`config.mk`:
```
export PLATFORM = sky130hd
export DESIGN_NAME = cv32e40p_obi_data_arbiter
export DESIGN_NICKNAME = d
export VERILOG_FILES = /design/src/rtl/cv32e40p_obi_data_arbiter.sv
export SDC_FILE = /design/constraint.sdc
export NUM_CORES = 1
export LEC_CHECK = 0
export ABC_CLOCK_PERIOD_IN_PS = 1890
export BUFFER_PORTS_ARGS = -buffer_cell sky130_fd_sc_hd__clkbuf_2
export CAP_MARGIN = 20
export CORE_AREA = 2 2 122 124
export CTS_CLUSTER_DIAMETER = 100
export DETAILED_ROUTE_END_ITERATION = 8
export DIE_AREA = 0 0 124 126
export SYNTH_ARGS = -nofsm -noshare
export SYNTH_HDL_FRONTEND = slang
export SYNTH_SLANG_ARGS = --single-unit
```
`constraint.sdc`:
```
create_clock -name clk_i -period 1.89 [get_ports clk_i]
set_clock_uncertainty 0.1 [all_clocks]
set_input_delay 0.189 -clock clk_i [delete_from_list [all_inputs] [get_ports clk_i]]
set_output_delay 0.189 -clock clk_i [all_outputs]
set_load 0.03 [all_outputs]
```
`src/rtl/cv32e40p_obi_data_arbiter.sv`:
```
// Two-to-one OBI data arbiter (LSU = port 0, XIF memory path = port 1) with in-order response routing.
// Request/grant and response paths are combinational (0 added cycles); m_req_o drops while the route FIFO is full.
module cv32e40p_obi_data_arbiter #(
  parameter int unsigned MAX_OUTSTANDING = 2,
  parameter int unsigned ARB_MODE        = 0
) (
  input  logic                               clk_i,
  input  logic                               rst_i,
  input  logic                               s0_req_i,
  output logic                               s0_gnt_o,
  input  logic                               s0_we_i,
  input  logic [3:0]                         s0_be_i,
  input  logic [31:0]                        s0_addr_i,
  input  logic [31:0]                        s0_wdata_i,
  output logic                               s0_rvalid_o,
  output logic [31:0]                        s0_rdata_o,
  input  logic                               s1_req_i,
  output logic                               s1_gnt_o,
  input  logic                               s1_we_i,
  input  logic [3:0]                         s1_be_i,
  input  logic [31:0]                        s1_addr_i,
  input  logic [31:0]                        s1_wdata_i,
  output logic                               s1_rvalid_o,
  output logic [31:0]                        s1_rdata_o,
  output logic                               m_req_o,
  input  logic                               m_gnt_i,
  input  logic                               m_rvalid_i,
  output logic                               m_we_o,
  output logic [3:0]                         m_be_o,
  output logic [31:0]                        m_addr_o,
  output logic [31:0]                        m_wdata_o,
  input  logic [31:0]                        m_rdata_i,
  output logic [$clog2(MAX_OUTSTANDING+1)-1:0] outstanding_o,
  output logic                               err_o
);

  localparam int unsigned CNT_W = $clog2(MAX_OUTSTANDING + 1);
  localparam int unsigned PTR_W = (MAX_OUTSTANDING > 1) ? $clog2(MAX_OUTSTANDING) : 1;
  localparam logic [PTR_W-1:0] PTR_LAST = PTR_W'(MAX_OUTSTANDING - 1);
  localparam logic [CNT_W-1:0] CNT_MAX  = CNT_W'(MAX_OUTSTANDING);

  typedef enum logic {IDLE, LOCKED} state_e;

  state_e                     state_q, state_d;
  logic                       lock_id_q, lock_id_d;
  logic                       last_id_q;
  logic                       err_q;
  logic [MAX_OUTSTANDING-1:0] route_q;
  logic [PTR_W-1:0]           wr_ptr_q, rd_ptr_q;
  logic [CNT_W-1:0]           count_q;

  logic arb_sel, sel, sel_req, not_full, push, pop, head;

  always_comb begin
    arb_sel = s1_req_i && !s0_req_i;
    if (s0_req_i && s1_req_i) begin
      arb_sel = (ARB_MODE == 1) ? 1'b0 : ~last_id_q;
    end
  end

  // A presented request stays selected until the bus takes it.
  assign sel      = (state_q == LOCKED) ? lock_id_q : arb_sel;
  assign sel_req  = sel ? s1_req_i : s0_req_i;
  assign not_full = (count_q < CNT_MAX);
  assign m_req_o  = sel_req && not_full;
  assign push     = m_req_o && m_gnt_i;
  assign pop      = m_rvalid_i && (count_q != '0);
  assign head     = route_q[rd_ptr_q];

  assign m_we_o    = sel ? s1_we_i    : s0_we_i;
  assign m_be_o    = sel ? s1_be_i    : s0_be_i;
  assign m_addr_o  = sel ? s1_addr_i  : s0_addr_i;
  assign m_wdata_o = sel ? s1_wdata_i : s0_wdata_i;

  assign s0_rdata_o    = m_rdata_i;
  assign s1_rdata_o    = m_rdata_i;
  assign outstanding_o = count_q;
  assign err_o         = err_q;

  always_ff @(posedge clk_i or posedge rst_i) begin
    if (rst_i) begin
      state_q   <= IDLE;
      lock_id_q <= 1'b0;
    end else begin
      state_q   <= state_d;
      lock_id_q <= lock_id_d;
    end
  end

  always_comb begin
    state_d   = state_q;
    lock_id_d = lock_id_q;
    case (state_q)
      IDLE: begin
        if (m_req_o && !m_gnt_i) begin
          state_d   = LOCKED;
          lock_id_d = sel;
        end
      end
      LOCKED: begin
        if (push) state_d = IDLE;
      end
      default: state_d = IDLE;
    endcase
  end

  always_comb begin
    s0_gnt_o    = push && !sel;
    s1_gnt_o    = push && sel;
    s0_rvalid_o = pop && !head;
    s1_rvalid_o = pop && head;
  end

  always_ff @(posedge clk_i or posedge rst_i) begin
    if (rst_i) begin
      last_id_q <= 1'b1;
      err_q     <= 1'b0;
      route_q   <= '0;
      wr_ptr_q  <= '0;
      rd_ptr_q  <= '0;
      count_q   <= '0;
    end else begin
      if (push) begin
        last_id_q         <= sel;
        route_q[wr_ptr_q] <= sel;
        wr_ptr_q          <= (wr_ptr_q == PTR_LAST) ? '0 : wr_ptr_q + PTR_W'(1);
      end
      if (pop) begin
        rd_ptr_q <= (rd_ptr_q == PTR_LAST) ? '0 : rd_ptr_q + PTR_W'(1);
      end
      case ({push, pop})
        2'b10:   count_q <= count_q + CNT_W'(1);
        2'b01:   count_q <= count_q - CNT_W'(1);
        default: count_q <= count_q;
      endcase
      // A response with nothing outstanding has no owner; flag it until reset.
      if (m_rvalid_i && (count_q == '0)) err_q <= 1'b1;
    end
  end

endmodule
```
# Yosys cells after proc, flatten, opt, wreduce, memory -nomap -nowiden
# Cells that the tools add are included.
[word_totals] ff_bits=10 out_inout_bits=141 mem_count=0 latchBits=0 in_bits=176 rom_bits=0 mem_bits_rw=0
[classes] n_eq_ne=2 n_mul=0 div_mod_pow=0 n_addsub=4 magnitude_cmp=4 shifts=0 reduce_logical=20 muxes=18 bitwise_logic=2
[ops] op="two-way mux 32 bit" n=2
[ops] op="logical AND 1 bit" n=12
[ops] op="two-way mux 1 bit" n=11
[ops] op="zero test 1 bit" n=4
[ops] op="less-than comparator 1 x 2 -> 1 bit (second input constant)" n=2
[ops] op="two-way mux 4 bit" n=1
[ops] op="one-hot mux 2 bit (2 select lines)" n=1
[ops] op="nonzero test 2 bit" n=2
[ops] op="adder 1 bit (second input constant)" n=2
[ops] op="adder 2 x 1 -> 2 bit (second input constant)" n=1
[ops] op="bitwise mux 2 bit" n=1
[ops] op="== test 2 x 1 -> 1 bit (second input constant)" n=1
[ops] op="== test 2 bit (second input constant)" n=1
[ops] op="zero test 2 bit" n=1
[ops] op="less-than comparator 2 bit (second input constant)" n=1
[ops] op="NOT 1 bit" n=2
[ops] op="one-hot mux 1 bit (2 select lines)" n=1
[ops] op="AND reduction 2 bit" n=1
[ops] op="subtractor 2 x 1 -> 2 bit (second input constant)" n=1
[ops] op="demux 1 bit (select 1 bit)" n=1
[ops] op=">= comparator 1 bit (second input constant)" n=1

# Depth between registers and ports, before layout
[depth] depth_word=9 ltp_mapped=7 mapped_depth_nobuf=6

# Least setup slack after synthesis
# No wires, ideal clock.
[synth_timing] path_kind="register to register" startpoint="register lock_id_q" endpoint="register last_id_q" path_buffers=0 period_less_slack_ns=1.885 arrival_ns=1.716 setup_time_ns=0.069 setup_slack_ns=0.005 stages_incl_launch_ff=5 cell_sequence="dfrtp_1 mux2i_1 a211oi_1 a21oi_1 nor2_1"
[synth_via] elab_chain_len=4
[synth_lines] element="start, declared" line="45" text="logic lock_id_q, lock_id_d;"
[synth_lines] element="start signal, assigned" line="86" text="lock_id_q <= lock_id_d;"
[synth_lines] element="two-way mux 1 bit" line="62" text="assign sel = (state_q == LOCKED) ? lock_id_q : arb_sel;"
[synth_lines] element="two-way mux 1 bit" line="63" text="assign sel_req = sel ? s1_req_i : s0_req_i;"
[synth_lines] element="logical AND 1 bit" line="65" text="assign m_req_o = sel_req && not_full;"
[synth_lines] element="via m_req_o" line="25" text="output logic m_req_o,"
[synth_lines] element="logical AND 1 bit" line="66" text="assign push = m_req_o && m_gnt_i;"
[synth_lines] element="end signal, assigned" line="124" text="last_id_q <= sel;"
[synth_lines] element="end, declared" line="46" text="logic last_id_q;"
# The timed path passes the listed nets, and every way through them passes these cells.
# A chain may end at the register's enable or synchronous reset.

# Final worst setup path
[layout_timing] startpoint="register last_id_q" endpoint="output port m_wdata_o[5]"
[layout_via] elab_chain_len=4
[layout_lines] element="NOT 1 bit" line="57" text="arb_sel = (ARB_MODE == 1) ? 1'b0 : ~last_id_q;"
[layout_lines] element="two-way mux 1 bit" line="56" text="if (s0_req_i && s1_req_i) begin"
[layout_lines] element="two-way mux 1 bit" line="62"
[layout_lines] element="two-way mux 32 bit" line="73" text="assign m_wdata_o = sel ? s1_wdata_i : s0_wdata_i;"
[layout_lines] element="end, declared" line="31" text="output logic [31:0] m_wdata_o,"
# Every way passes these cells.

==> out/qor.yml <==
outcome:
  status: "finished with violations"
  violations: "setup timing"
clock_tree:
  ctsRootBufferMaster: "clkbuf_16"
  cts_buffer_depth: 2
  cts_made_buffers: 3
  path_clk_slew_ns: 0.04
  clock-sinks: 10
  cts_tree: "yes"
  htreeDepth: 1
  clock_latency_ns: 0.24
timing:
  fin_crit_sh_pct: 114
  clock.fmax_ghz: 0.463
  whs_ns: 0.0704
  fin_tns_setup_ns: -16.70
  slew_violations: 0
  min_period_ns: 2.16
  finalSetupViolCount: 71
  rsz0062_at_grt: "yes"
  worst_slew_pin_slew_ns: 0.394
  hold_violations: 0
  setup_ws_ns: -0.270
  slew_headroom_pct: 73.7
yosys:
  synth_fp_nets: 363
  netlist_area_um2: 1820
  ys_warn_count: 0
  yosysUniqueCellTypes: 27
  synth_edf_count: 0
  seq_area_frac_synth_pct: 13.8
  ys_ff_latch: 10
  syn_inst: 186
  synth_ff_type: "dfrtp_1"
  synthArstFlopShare_pct: 100
  syn_avg_cell_area_um2: 9.77
critical_path:
  critical_path_class: "register to output pin"
  critPathMaxFanout: 13
  reg2reg_from: "lock_id_q$_DFFE_PP0P_"
  crit_required_ns: 1.60
  rrSetupSlack_ns: 0.06
  max_stage_delay_ns: 0.53
  critical_path.top_delay_family: "multiplexers"
  cp_cell_sequence: "a21boi_2 > mux2i_4 > buf_4 > mux2_2 > clkbuf_2"
  worst_setup_path_start_kind: "register"
  critical_path_arrival_ns: 1.87
  crit_slowest_cell: "dfstp_2"
  r2r_end: "outstanding_o[1]$_DFFE_PP0P_"
  end_kind: "output pin"
  path_buf_inv: 2
  r2r_cells: 5
global_route:
  grt.overflow.total: 0
  grt_pass1_wl_mm: 11.8
  grt_max_degree: 21
  antenna_found_initial: 0
  grt_usage_pct: 10.3
  first_global_vias: 2102
floorplanning:
  die_x_um: 124
  die_h_um: 126
  rows: 44
  start_util_pct: 12.7
  die_area_um2: 15600
  fp.coreArea_um2: 14300
  ios: 317
power_and_ir_drop:
  seqPwrFrac_pct: 6.9
  sw_frac_of_total_pct: 44.2
  p_clk_share_pct: 6.6
  power.density_nw_per_um2: 1700
  switching_power_mw: 2.82
  ir_drop_v: 0.000663
  combPwrFrac_pct: 86.6
  leakage_nw: 2.04
  internal-power_mw: 3.56
worst_hold_path:
  min_from: "m_rvalid_i"
  min_path_cells: 2
  holdCritPathClass: "primary input to register"
  holdPathEnd: "err_o$_DFFE_PP0P_"
place:
  io_buffers: 220
  placed_cell_area_um2: 2720
  dp.cells: 527
  dp_hpwl_mm: 7.04
  place_congestion: 0.764
final_layout:
  fin_area_um2: 3750
  area_delta_synth_final_pct: 106
  layout-drive-gt1-share_pct: 89.7
  final_common_cell: "clkbuf_2"
  instances_no_fill: 543
  final_nets: 537
  layout_common_cells: "clkbuf_2 (162), mux2_4 (56), buf_8 (37)"
  fillers: 1517
  final_core_util_pct: 26.2
  antenna_cells: 0
drt:
  first_iter_violations: 35
  num_vias: 2013
  wirelength_mm: 9.21
  viasPerCell: 3.71
  remaining_drc_errors: 0
  antenna_left: 0
  firstDrtPassIters: 4
  wl_per_cell_um: 17.0
job:
  cap_viol_max_count: 0
==> worst register-to-register path, delay by kind of cell (launching register included) <==
family                   cells  cell delay, ns
flip-flops                   1            0.43
AO/OA/AOI/OAI                1            0.43
adder cells (fa/ha/maj)      1            0.33
multiplexers                 1            0.18
XOR/XNOR                     1            0.15
AND/OR/NAND/NOR              1            0.14
==> worst max-delay path by stage <==
stage | start | end | cells after the start
5_1_grt | last_id_q$_DFFE_PP1N_ | m_wdata_o[5] | 5
4_1_cts | last_id_q$_DFFE_PP1N_ | m_addr_o[16] | 6
6_report | last_id_q$_DFFE_PP1N_ | m_wdata_o[5] | 5
3_5_place_dp | last_id_q$_DFFE_PP1N_ | m_be_o[3] | 5
2_1_floorplan | lock_id_q$_DFFE_PP0P_ | last_id_q$_DFFE_PP1N_ | 4
3_3_place_gp | last_id_q$_DFFE_PP1N_ | m_be_o[3] | 5
==> metal layers <==
metal | part of all wire [%] | vias up | GRT usage (%)
met5 | 0 | - | 0
met1 | 37 | 903 | 11.4
met3 | 11 | 12 | 2.81
met4 | 0.73 | 0 | 1.78
li1 | - | 920 | -
met2 | 52 | 178 | 19.5
==> logic make-up (layout without fill, tap and decap cells) <==
group / after synthesis / in the layout / share of synthesized area [%]
buffers and inverters: 76 / 249 / 29.8
AOI/OAI and AO/OA: 12 / 12 / 5.64
adders and majority gates: 1 / 1 / 0.688
and+or+nand+nor: 10 / 10 / 2.55
xor gates and xnor gates: 5 / 5 / 2.41
DFF: 10 / 10 / 13.8
muxes: 72 / 72 / 45.1
==> registers in the layout (all words and copies together), names as in the netlist, named ones only <==
signal and cells:
wr_ptr_q 1, route_q 2, lock_id_q 1, last_id_q 1, outstanding_o 2, rd_ptr_q 1
err_o 1
==> power groups by stage <==
stage | sequential, mW | clock (mW) | combinational, mW
after floorplan | 0.468 | 0 | 2.82
after global placement | 0.436 | 0 | 3.58
after detailed placement | 0.439 | 0 | 3.59
after CTS | 0.441 | 0.423 | 4.69
after global routing | 0.458 | 0.435 | 5.79
final | 0.439 | 0.418 | 5.52
==> area by class of cell <==
cell class	instances	area (um^2)	share of cell area [%]
clock buffers	4	88.8	2.37
repair buffers	241	1910	51.1
well taps	184	230	6.14
flip-flops and latches	10	251	6.71
inverters	4	15.0	0.401
multi-input cells	100	1250	33.3
==> metrics by stage <==
stage          total power, mW  worst slack (ns)
6_report                  6.37            -0.270
5_1_grt                   6.69            -0.337
4_1_cts                   5.55            -0.308
3_5_place_dp              4.03            -0.120
3_3_place_gp              4.01            -0.116
2_1_floorplan             3.29           0.00457
==> Yosys cell counts, types with 2 or more instances <==
cell type	count	area (um^2)
buf_2	7	35.0
buf_4	64	480
dfrtp_1	9	225
inv_1	4	15.0
mux2_2	69	777
mux2i_1	2	20.0
nor2_1	6	22.5
o21ai_2	2	17.5
o31ai_2	2	25.0
xnor2_1	4	35.0
==> timing repair <==
item / CTS / global route
gates resized for setup: 133 / 106
gates cloned: 2 / 4
setup buffers: 3 / 2
endpoints found under the hold margin: 9 / 0
hold buffers: 1 / 0
pin swaps: 1 / 0
endpoints found under the setup margin: 72 / 72
Note: power is estimated with default switching activity, not from simulation.
